[src/rtl/bus_decoder.sv]
// Registered address decoder and transfer tracker for the simple bus: maps power-of-two
// address windows to one-hot slave selects and ends misses and stalls with an error pulse.
module bus_decoder #(
  parameter int ADDR_W      = 8,
  parameter int N_SLAVE     = 2,
  parameter int REGION_BITS = 5,
  parameter int TIMEOUT     = 15
) (
  input  logic               clk,
  input  logic               reset,
  input  logic               m_req,
  input  logic [ADDR_W-1:0]  m_address,
  input  logic [N_SLAVE-1:0] slave_en,
  input  logic [N_SLAVE-1:0] s_ack,
  output logic [N_SLAVE-1:0] s_sel,
  output logic               m_ack,
  output logic               m_err,
  output logic [ADDR_W-1:0]  err_addr,
  output logic               busy
);

  localparam int IDX_W = ADDR_W - REGION_BITS;
  localparam int CNT_W = (TIMEOUT == 0) ? 1 : $clog2(TIMEOUT + 1);
  localparam logic [CNT_W-1:0] CNT_LAST = CNT_W'((TIMEOUT == 0) ? 0 : TIMEOUT - 1);

  typedef enum logic {IDLE, ACTIVE} state_t;

  state_t             state_r;
  logic [ADDR_W-1:0]  addr_r;
  logic [CNT_W-1:0]   cnt_r;

  logic [IDX_W-1:0]   idx_s;
  logic [N_SLAVE-1:0] dec_s;
  logic               hit_s;
  logic               sel_ack_s;
  logic               accept_s;

  // Window decode of the live address plus acceptance and selected-ack qualifiers.
  always_comb begin
    idx_s = m_address[ADDR_W-1:REGION_BITS];
    dec_s = {N_SLAVE{1'b0}};
    for (int i = 0; i < N_SLAVE; i++) begin
      if (idx_s == IDX_W'(i)) begin
        dec_s[i] = 1'b1;
      end else begin
        dec_s[i] = 1'b0;
      end
    end
    hit_s     = |(dec_s & slave_en);
    sel_ack_s = |(s_sel & s_ack);
    // Gating on the registered pulses leaves one dead cycle so a held m_req is not relaunched.
    accept_s  = m_req & ~m_ack & ~m_err;
  end

  // Transfer FSM with all outputs registered.
  always_ff @(posedge clk) begin
    if (reset) begin
      state_r  <= IDLE;
      s_sel    <= {N_SLAVE{1'b0}};
      m_ack    <= 1'b0;
      m_err    <= 1'b0;
      err_addr <= {ADDR_W{1'b0}};
      addr_r   <= {ADDR_W{1'b0}};
      cnt_r    <= {CNT_W{1'b0}};
      busy     <= 1'b0;
    end else begin
      m_ack <= 1'b0;
      m_err <= 1'b0;
      case (state_r)
        IDLE: begin
          if (accept_s && hit_s) begin
            s_sel   <= dec_s;
            addr_r  <= m_address;
            cnt_r   <= {CNT_W{1'b0}};
            busy    <= 1'b1;
            state_r <= ACTIVE;
          end else if (accept_s) begin
            m_err    <= 1'b1;
            err_addr <= m_address;
          end
        end
        ACTIVE: begin
          if (sel_ack_s) begin
            s_sel   <= {N_SLAVE{1'b0}};
            m_ack   <= 1'b1;
            busy    <= 1'b0;
            state_r <= IDLE;
          end else if ((TIMEOUT != 0) && (cnt_r == CNT_LAST)) begin
            s_sel    <= {N_SLAVE{1'b0}};
            m_err    <= 1'b1;
            err_addr <= addr_r;
            busy     <= 1'b0;
            state_r  <= IDLE;
          end else if (cnt_r != {CNT_W{1'b1}}) begin
            cnt_r <= cnt_r + {{(CNT_W-1){1'b0}}, 1'b1};
          end
        end
        default: begin
          s_sel   <= {N_SLAVE{1'b0}};
          busy    <= 1'b0;
          state_r <= IDLE;
        end
      endcase
    end
  end

endmodule

[config.mk]
export PLATFORM = sky130hd
export DESIGN_NAME = bus_decoder
export DESIGN_NICKNAME = d
export VERILOG_FILES = /design/src/rtl/bus_decoder.sv
export SDC_FILE = /design/constraint.sdc
export NUM_CORES = 1
export LEC_CHECK = 0
export CAP_MARGIN = 20
export CORE_MARGIN = 8
export CORE_UTILIZATION = 43
export DETAILED_ROUTE_END_ITERATION = 8
export PLACE_DENSITY = 0.76
export SYNTH_ARGS = -nofsm -noshare
export SYNTH_HDL_FRONTEND = slang
export SYNTH_SLANG_ARGS = --single-unit
[constraint.sdc]
create_clock -name clk -period 1.52 [get_ports clk]
set_input_delay 0.228 -clock clk [delete_from_list [all_inputs] [get_ports clk]]
set_output_delay 0.228 -clock clk [all_outputs]
set_load 0.05 [all_outputs]
**Yosys cells after proc, flatten, opt, wreduce, memory -nomap -nowiden**

Index checks and enable logic that the tools add are counted.

- Register bits after elaboration: 26
- Bits in latches: 0
- Memory bits (writable): 0
- ROM bits: 0
- Bits of input ports: 15
- Output and inout bits: 13
- Memories kept: 0

- Add/subtract/negate cells: 1
- Multipliers: 0
- Div/mod/pow operators: 0
- Magnitude comparators: 0
- Equal/unequal tests: 11
- Shifts and indexed selects: 0
- Multiplexer cells: 30
- Bitwise operators: 7
- Reductions and logical operators: 9

Operator list:

| cell | count |
|---|---|
| 8-bit two-way mux | 4 |
| 4-bit two-way mux | 4 |
| 8-bit case mux with 2 select lines | 1 |
| 1-bit two-way mux | 13 |
| 2-bit inequality test, second input constant | 5 |
| 4-bit case mux with 2 select lines | 1 |
| 4-bit AND reduction | 2 |
| 2-bit two-way mux | 3 |
| 1-bit case mux with 2 select lines | 3 |
| 2-bit OR reduction | 3 |
| 4-bit by 1-bit adder with 4-bit output, second input constant | 1 |
| 2-bit AND | 2 |
| 4-bit equality test, second input constant | 1 |
| 2-bit by 1-bit inequality test with 1-bit output, second input constant | 2 |
| 4-bit inequality test, second input constant | 1 |
| 2-bit case mux with 2 select lines | 1 |
| 2-bit AND reduction | 2 |
| 3-bit by 1-bit equality test with 1-bit output, second input constant | 1 |
| 3-bit zero test | 1 |
| 3-bit by 1-bit inequality test with 1-bit output, second input constant | 1 |
| 1-bit NOT | 3 |
| 1-bit AND | 2 |
| 1-bit logical AND | 1 |

**Logic depth before layout (Yosys ltp)**

Gate-level depths: netlist (run 1).

- Depth after elaboration: 7
- Mapped depth: 8
- Mapped depth without buffers: 6

**Least setup slack after synthesis (run 1)**

No wires, ideal clock.

- Kind: flip-flop to flip-flop
- Start: register s_sel[0]
- End: register err_addr[5]
- Library setup time: 0.122 ns
- Arrival time: 1.685 ns
- Data required time: 1.398 ns
- Path slack: -0.287 ns
- Cell stages (with the launch flop): 6
- Path buffers: 2
- Period minus slack after synthesis: 1.807 ns
- Cell sequence: dfxtp_1 a22oi_2 and3_1 buf_2 buf_2 o311a_1

- Longest elaborated chain between the ends: 4

Ends and longest elaborated chain:

| item | RTL line | RTL |
|---|---|---|
| start, declared | 15 | `output logic [N_SLAVE-1:0] s_sel,` |
| start signal, assigned | 59 | `s_sel <= {N_SLAVE{1'b0}};` |
| start signal, assigned | 72 | `s_sel <= dec_s;` |
| start signal, assigned | 84 | `s_sel <= {N_SLAVE{1'b0}};` |
| 2-bit AND | 50 | `sel_ack_s = \|(s_sel & s_ack);` |
| 2-bit OR reduction | 50 |  |
| 2-bit inequality test (no source line) | n/a |  |
| 4-bit AND reduction (no source line) | n/a |  |
| end signal, assigned | 62 | `err_addr <= {ADDR_W{1'b0}};` |
| end signal, assigned | 79 | `err_addr <= m_address;` |
| end signal, assigned | 91 | `err_addr <= addr_r;` |
| end, declared | 18 | `output logic [ADDR_W-1:0] err_addr,` |

No other way between the ends.
A chain may end at the register's enable or synchronous reset.

**Worst setup path in the final report (run 1)**

- Start: register cnt_r[0]
- End: register err_addr[1]

- Longest elaborated chain between the ends: 3

Ends and longest elaborated chain:

| item | RTL line | RTL |
|---|---|---|
| start, declared | 30 | `logic [CNT_W-1:0] cnt_r;` |
| start signal, assigned | 64 | `cnt_r <= {CNT_W{1'b0}};` |
| start signal, assigned | 74 | `cnt_r <= {CNT_W{1'b0}};` |
| start signal, assigned | 95 | `cnt_r <= cnt_r + {{(CNT_W-1){1'b0}}, 1'b1};` |
| 4-bit equality test | 88 | `end else if ((TIMEOUT != 0) && (cnt_r == CNT_LAST)) begin` |
| 2-bit by 1-bit inequality test with 1-bit output (no source line) | n/a |  |
| 4-bit AND reduction (no source line) | n/a |  |

No other way between the ends.

==> results of run 1 <==
-- registers in the layout, indices dropped and copies added, names as in the netlist --
name,cells
addr_r,8
busy,1
cnt_r,4
err_addr,8
m_ack,1
m_err,1
s_sel,2
state_r,1
-- final cells by class --
type / instances / area, um^2 / share of cell area [%]
clock inverters: 1 / 30.0 / 1.84
clock buffers: 3 / 22.5 / 1.38
flip-flops and latches: 26 / 531 / 32.5
inverters: 3 / 11.3 / 0.691
repair buffers: 42 / 379 / 23.3
multi-input cells: 81 / 619 / 38.0
well taps: 30 / 37.5 / 2.30
-- critical path: stages (launching register included) --
cell                      delay [ns]
sky130_fd_sc_hd__dfxtp_2        0.37
sky130_fd_sc_hd__inv_2          0.05
sky130_fd_sc_hd__ha_4           0.16
sky130_fd_sc_hd__and3_4         0.18
sky130_fd_sc_hd__and3_4         0.18
sky130_fd_sc_hd__buf_12         0.14
sky130_fd_sc_hd__o311a_1        0.33
-- cells in the mapped netlist --
library cell / number
sky130_fd_sc_hd__a21boi_2: 1
sky130_fd_sc_hd__a21o_1: 3
sky130_fd_sc_hd__a21oi_1: 10
sky130_fd_sc_hd__a22oi_2: 1
sky130_fd_sc_hd__a311oi_4: 1
sky130_fd_sc_hd__and3_1: 5
sky130_fd_sc_hd__buf_2: 3
sky130_fd_sc_hd__buf_4: 1
sky130_fd_sc_hd__buf_6: 1
sky130_fd_sc_hd__clkbuf_1: 2
sky130_fd_sc_hd__dfxtp_1: 26
sky130_fd_sc_hd__ha_1: 2
sky130_fd_sc_hd__inv_1: 3
sky130_fd_sc_hd__mux2_4: 1
sky130_fd_sc_hd__mux2i_1: 8
sky130_fd_sc_hd__nand2_1: 10
sky130_fd_sc_hd__nand2b_1: 2
sky130_fd_sc_hd__nand3_1: 6
sky130_fd_sc_hd__nand3b_1: 1
sky130_fd_sc_hd__nand4_1: 2
sky130_fd_sc_hd__nor2_1: 5
sky130_fd_sc_hd__nor3_1: 1
sky130_fd_sc_hd__nor4b_2: 1
sky130_fd_sc_hd__o211a_1: 1
sky130_fd_sc_hd__o211ai_1: 1
sky130_fd_sc_hd__o21ai_0: 7
sky130_fd_sc_hd__o21ai_1: 1
sky130_fd_sc_hd__o2bb2ai_1: 2
sky130_fd_sc_hd__o311a_1: 8
sky130_fd_sc_hd__xor2_1: 1
-- timing repair --
action                                  CTS  global route
pin swaps                                 1             6
endpoints found under the setup margin   13            15
gates resized for setup                   4            11
-- metal layers --
layer	GRT usage [%]	up-vias	part of all wire (%)
met1	16.7	499	44
li1	-	511	-
met4	4.44	0	0.78
met3	5.30	2	7.0
met5	0	-	0
met2	23.2	35	48
-- kinds of logic after synthesis --
kind of cell | count (synthesis) | synth area share [%]
muxes | 9 | 8.27
buffers and inverters | 10 | 4.57
xor gates and xnor gates | 1 | 0.762
and+or+nand+nor | 33 | 14.8
AOI/OAI and AO/OA | 36 | 24.2
DFF | 26 | 45.3
adders and majority gates | 2 | 2.18
-- worst min path at each step --
| stage | startpoint | end | slack (ns) | cells past startpoint |
|---|---|---|---|---|
| after floorplan | reset | m_ack | 0.30 | 1 |
| after global placement | addr_r[1] | addr_r[1] | 0.44 | 2 |
| after detailed placement | addr_r[2] | addr_r[2] | 0.45 | 2 |
| after CTS | addr_r[2] | addr_r[2] | 0.47 | 2 |
| after global routing | m_address[2] | addr_r[2] | 0.48 | 3 |
| final | m_address[1] | addr_r[1] | 0.48 | 3 |
-- per-stage QoR --
step | utilization [%] | cell area, um^2 | setup slack [ns] | cells
finish | 65.2 | 1630 | 0.00897 | 186
global route | 65.2 | 1630 | -0.0669 | 186
CTS | 63.8 | 1590 | 0.000620 | 186
detailed placement | 61.2 | 1530 | -0.346 | 182
floorplan | - | 1170 | -0.0403 | 117
global placement | 61.2 | 1530 | -0.291 | 182
-- power groups by stage --
| stage | sequential [mW] | clock (mW) | combinational [mW] |
|---|---|---|---|
| floorplan | 0.822 | 0 | 0.0869 |
| global placement | 0.740 | 0 | 0.285 |
| global route | 0.730 | 0.504 | 0.316 |
| finish | 0.726 | 0.472 | 0.298 |
| CTS | 0.727 | 0.478 | 0.293 |
| detailed placement | 0.742 | 0 | 0.289 |
==> metrics.log, run 1 <==
INFO  metric clock_tree.root_cell = sky130_fd_sc_hd__clkbuf_4
INFO  metric setup_tns = 0 ns
INFO  metric startpoint_type = register
INFO  metric share_of_total_power_in_combinational_logic = about a fifth
INFO  metric layout.cells.most_common_list = sky130_fd_sc_hd__buf_4, sky130_fd_sc_hd__dfxtp_1, sky130_fd_sc_hd__clkdlybuf4s50_1
INFO  metric switching_power = 0.389 mW
INFO  metric gp_congestion = about 0.8
INFO  metric routed_wl = approximately 3.1 mm
INFO  metric finalPower = 1.50 mW
INFO  metric numCtsBuffers = 3
INFO  metric worst_margin_slew = approximately 0.32 ns
INFO  metric r2r_end = err_addr[1]
INFO  metric cts-hold-fix-buffers = 0
INFO  metric tritoncts = built
INFO  metric run_status = completed
INFO  metric yosysUniqueCellTypes = 30
INFO  metric fin_crit_sh = 99.4%
INFO  metric worst_slack_on_hold_paths = around 0.48 ns
INFO  metric maxCapViolCount = 0
INFO  metric switching_share = between 20% and 30%
INFO  metric drcViolationCount = 0
INFO  metric clkSinkCount = 26
INFO  metric netlist_top_cells_area = sky130_fd_sc_hd__dfxtp_1, sky130_fd_sc_hd__mux2i_1, sky130_fd_sc_hd__o311a_1
INFO  metric avgViaCountPerCell = between 5 and 6
INFO  metric antenna_violating_nets_post_route = 0
INFO  metric cts.path.max_buffers = 2
INFO  metric r2r_cells = 6
INFO  metric worst_slew_slack_as_a_fraction_of_its_limit = 79.0%
INFO  metric drt-pass1-iter-count = 4
INFO  metric postSynthRegisterBits = 26
INFO  metric die_height = 67.7 um
INFO  metric grt_first_pass_wirelength = 5.00 mm
INFO  metric worstHoldPathType = in -> reg
INFO  metric share_of_yosys_cell_area_claimed_by_the_top_area_cell_type = ~45%
INFO  metric placement_rows = 18
INFO  metric layout.filler_cells = roughly 190
INFO  metric ios = 28
INFO  metric grt_use_total = 14.1%
INFO  metric intPower = 1.11 mW
INFO  metric cp_data_arrival_time = 1.74 ns
INFO  metric floorplan.core_area = around 0.0025 mm^2
INFO  metric area_delta_synth_final = 41.8%
INFO  metric syn-instance-count = roughly 120
INFO  metric synth-seq-area-share = a little under half
INFO  metric syn_area = about 0.0011 mm^2
INFO  metric max_freq = between 0.6 and 0.7 GHz
INFO  metric rsz0062_at_grt = true
INFO  metric worst_r2r_startpoint = cnt_r[0]
INFO  metric dr_total_vias = roughly 1,000
INFO  metric final-hold-violation-count = 0
INFO  metric post_route_cells_drive_above_1_share = between 30% and 40%
INFO  metric drt-wirelength-per-cell = between 15 and 20 um
INFO  metric post_cts.repair.setup_buffers = 0
INFO  metric critical_path_class = reg -> reg
INFO  metric clk_pin_slew_worst_paths = between 0.1 and 0.15 ns
INFO  metric yosysTopAreaCell = sky130_fd_sc_hd__dfxtp_1
INFO  metric diodes_inserted = 0
INFO  metric powerDensity = slightly above 900 mW/mm^2
INFO  metric die_area = approximately 0.0046 mm^2
INFO  metric worst-r2r-setup-slack = about 0.009 ns
INFO  metric synth_nets = around 130
INFO  metric clock_tree.htree_level_count = 1
INFO  metric layout_min_cycle_time = roughly 1.5 ns
INFO  metric dp.final_hpwl = between 2 and 2.5 mm
INFO  metric antenna_found_initial = 0
INFO  metric design.final.nets = ~170
INFO  metric number_of_global_route_vias_before_repair = 1,070
INFO  metric worstPathMaxFanout = 17
INFO  metric ys.warnings.count = 0
INFO  metric syn-mean-instance-area = slightly below 10 um^2
INFO  metric crit_path_end = err_addr[1]
INFO  metric seqPwrFrac = between 40% and 50%
INFO  metric cp.required = ~1.8 ns
INFO  metric dr.first_iter.drc_count = between 70 and 80
INFO  metric p_leak = 0.673 nW
INFO  metric grt_max_degree = 18
INFO  metric clk_latency = about 0.32 ns
INFO  metric final_common_cell = sky130_fd_sc_hd__buf_4
INFO  metric finalSetupViolations = 0
INFO  metric ir_drop = around 0.91 mV
INFO  metric global_route.overflow_total = 0
INFO  metric die_width = 67.7 um
INFO  metric numPortBuffers = 27
INFO  metric power_frac_clock = 31.5%
INFO  metric floorplan.initialDensity = 46.0%
INFO  metric cp_endpoint_kind = register
INFO  metric slew_violations = 0
INFO  metric cp-startpoint = cnt_r[0]
INFO  metric clock_skew = around 0.0022 ns
(Power assumes the default switching activity.)
==> run 2, diff against run 1 <==
--- a/config.mk
+++ b/config.mk
@@ -9,7 +9,9 @@
 export CORE_MARGIN = 8
 export CORE_UTILIZATION = 43
 export DETAILED_ROUTE_END_ITERATION = 8
+export HOLD_SLACK_MARGIN = 0.12
 export PLACE_DENSITY = 0.76
+export REMOVE_ABC_BUFFERS = 1
 export SYNTH_ARGS = -nofsm -noshare
 export SYNTH_HDL_FRONTEND = slang
 export SYNTH_SLANG_ARGS = --single-unit
==> run 2 against run 1 <==
  * Global-route usage stayed put
  * Clock power is 3% higher
  * Routed wire length is 1.4% lower
  * Worst hold slack worse by 0.010 ns
  * Count of clock-buffer cells in the layout stayed put
  * Sequential share of layout area is 0.28 points lower
  * Non-clock buffer count is 2 higher
  * Final area hardly changed
  * Sequential power hardly changed
  * Fmax is 3.2% higher
  * Highest routed layer unchanged
==> metrics.log, run 2 (same netlist as run 1, synthesis figures left out) <==
INFO  metric run_status = completed
INFO  metric post_cts.repair.setup_buffers = 0 (unchanged)
INFO  metric powerDensity = 926 mW/mm^2 (+0.91%)
INFO  metric whs_path_depth = 3 (unchanged)
INFO  metric placement_rows = 18 (unchanged)
INFO  metric place_ws = -0.316 ns (+0.0303 ns)
INFO  metric clock_tree.htree_level_count = 1 (unchanged)
INFO  metric clock_skew = 0.00333 ns (+0.00109 ns)
INFO  metric area_delta_synth_final = 41.7% (about the same)
INFO  metric placed_cell_area = 0.00154 mm^2 (+0.90%)
INFO  metric grt_use_total = 14.1% (unchanged)
INFO  metric clk_pin_slew_worst_paths = 0.15 ns (about the same)
INFO  metric worstHoldPathType = in -> reg
INFO  metric worst-path-buf-inv = 1 (-1)
INFO  metric final-hold-violation-count = 0 (unchanged)
INFO  metric crit_slowest_cell = sky130_fd_sc_hd__clkdlybuf4s50_1
INFO  metric layout.cells.most_common_list = sky130_fd_sc_hd__buf_4, sky130_fd_sc_hd__dfxtp_1, sky130_fd_sc_hd__clkdlybuf4s50_1
INFO  metric critical_path_class = in -> reg
INFO  metric r2r_cells = 6 (unchanged)
INFO  metric dp.final_hpwl = 2.28 mm (+3.8%)
INFO  metric worst_path_largest_cell_delay = 0.50 ns (+0.13 ns)
INFO  metric layout_min_cycle_time = 1.46 ns (-0.0464 ns)
INFO  metric grt_max_degree = 18 (unchanged)
INFO  metric antenna_violating_nets_post_route = 0 (unchanged)
INFO  metric p_leak = 0.674 nW (+0.19%)
INFO  metric worst_slew_slack_as_a_fraction_of_its_limit = 81.4% (+2.4 points)
INFO  metric finish.instance_area = 0.00163 mm^2 (about the same)
INFO  metric reg_top3 = addr_r: 8 flops, err_addr: 8 flops, cnt_r: 4 flops
INFO  metric worstPathMaxFanout = 4 (-13)
INFO  metric number_of_global_route_vias_before_repair = 1,088 (+1.7%)
INFO  metric ios = 28 (unchanged)
INFO  metric cp_endpoint_kind = register
INFO  metric numCtsBuffers = 3 (unchanged)
INFO  metric post_route_cells_drive_above_1_share = 29.1% (-2.3 points)
INFO  metric clkSinkCount = 26 (unchanged)
INFO  metric rsz0062_at_grt = true
INFO  metric path_delay_family = buffers and inverters
INFO  metric ir_drop = 0.846 mV (-7.0%)
INFO  metric dr.first_iter.drc_count = 38 (-49%)
INFO  metric worst_path_setup_slack_after_routing = 0.0553 ns (+0.0464 ns)
INFO  metric floorplan.core_area = 0.00250 mm^2 (unchanged)
INFO  metric max_freq = 0.683 GHz (+3.2%)
INFO  metric worst_margin_slew = 0.280 ns (-0.0357 ns)
INFO  metric cts-hold-fix-buffers = 0 (unchanged)
INFO  metric cp_data_arrival_time = 1.72 ns (-0.02 ns)
INFO  metric worst_slack_on_hold_paths = 0.465 ns (-0.0105 ns)
INFO  metric cp.required = 1.78 ns (+0.03 ns)
INFO  metric die_height = 67.7 um (unchanged)
INFO  metric fin_crit_sh = 96.4% (-3.1 points)
INFO  metric cts.path.max_buffers = 2 (unchanged)
INFO  metric numPortBuffers = 27 (unchanged)
INFO  metric startpoint_type = primary input
INFO  metric drt-wirelength-per-cell = 16.1 um (-2.5%)
INFO  metric global_route.overflow_total = 0 (unchanged)
INFO  metric clock_tree.root_cell = sky130_fd_sc_hd__clkbuf_4
INFO  metric final_common_cell = sky130_fd_sc_hd__buf_4
INFO  metric slew_violations = 0 (unchanged)
INFO  metric finalSetupViolations = 0 (unchanged)
INFO  metric die_area = 0.00458 mm^2 (unchanged)
INFO  metric dr_total_vias = 1,063 (+1.5%)
INFO  metric finalPower = 1.51 mW (+0.83%)
INFO  metric layout.filler_cells = 199 (+5.9%)
INFO  metric crit_chain = clkdlybuf4s50_1 > mux2_4 > and3_4 > a311oi_4 > o2bb2ai_1
INFO  metric drt-pass1-iter-count = 4 (unchanged)
INFO  metric grt_first_pass_wirelength = 4.97 mm (-0.56%)
INFO  metric drcViolationCount = 0 (unchanged)
INFO  metric path_depth = 5 (-1)
INFO  metric die_width = 67.7 um (unchanged)
INFO  metric floorplan.initialDensity = 46.0% (unchanged)
INFO  metric avgViaCountPerCell = 5.65 (+0.45%)
INFO  metric antenna_found_initial = 0 (unchanged)
INFO  metric clk_latency = 0.33 ns (about the same)
INFO  metric setup_tns = 0 ns (unchanged)
INFO  metric maxCapViolCount = 0 (unchanged)
INFO  metric gp_congestion = 0.851 (+5.8%)
INFO  metric design.final.nets = 176 (+1.1%)
INFO  metric routed_wl = 3.02 mm (-1.4%)
INFO  metric diodes_inserted = 0 (unchanged)
INFO  metric tritoncts = built
## run 2: cell types whose count changed in the layout (fill, tap and decap cells not counted), moves of 2 or more
cell,before,now
sky130_fd_sc_hd__o21ai_1,6,4
sky130_fd_sc_hd__o21ai_0,2,4
sky130_fd_sc_hd__dfxtp_2,5,1
sky130_fd_sc_hd__buf_4,25,28
sky130_fd_sc_hd__dfxtp_1,20,24
## run 2: worst reg2reg max path, cell delays in order (launching register included)
cell                        delay [ns]
sky130_fd_sc_hd__dfxtp_4          0.41
sky130_fd_sc_hd__ha_4             0.14
sky130_fd_sc_hd__buf_6            0.09
sky130_fd_sc_hd__o211ai_1         0.12
sky130_fd_sc_hd__buf_4            0.17
sky130_fd_sc_hd__a311oi_4         0.30
sky130_fd_sc_hd__o2bb2ai_1        0.17
## run 2: area by class of cell
type | count | area [um^2] | share of cell area [%]
multi-input cells | 81 | 621 | 38.1
flip-flops and latches | 26 | 526 | 32.3
repair buffers | 44 | 382 | 23.4
well taps | 30 | 37.5 | 2.30
clock inverters | 1 | 30.0 | 1.84
clock buffers | 3 | 22.5 | 1.38
inverters | 3 | 11.3 | 0.691
## run 2: metrics by stage
step	std cells	util (%)
3_5_place_dp	185	61.8
2_1_floorplan	110	-
5_1_grt	188	65.2
3_3_place_gp	185	61.8
6_report	188	65.2
4_1_cts	189	64.4
## run 2: repair_timing
action,4_1_cts,5_1_grt
resized for setup,5,10
pin swaps,1,6
setup endpoints to repair,13,15
hold endpoints to repair,0,0
## run 2: path summary, 6_finish.rpt
kind           startpoint        end  slack (ns)
max          m_address[5]   cnt_r[3]        0.06
min          m_address[3]  addr_r[3]        0.46
max reg2reg      cnt_r[1]   cnt_r[3]        0.06
min reg2reg     addr_r[4]  addr_r[4]        0.47
## run 2: power breakdown
group / total, mW / switching (mW) / internal [mW]
clock: 0.486 / 0.219 / 0.267
sequential: 0.726 / 0.0172 / 0.709
combinational: 0.296 / 0.166 / 0.130
total: 1.51 / 0.402 / 1.11
## run 2: layer usage
metal,track usage (%),part of all wire (%),up-vias
met4,3.92,0.66,0
met2,24.7,51,28
met5,0,0,-
met1,15.8,43,515
li1,-,-,518
met3,4.97,5.5,2
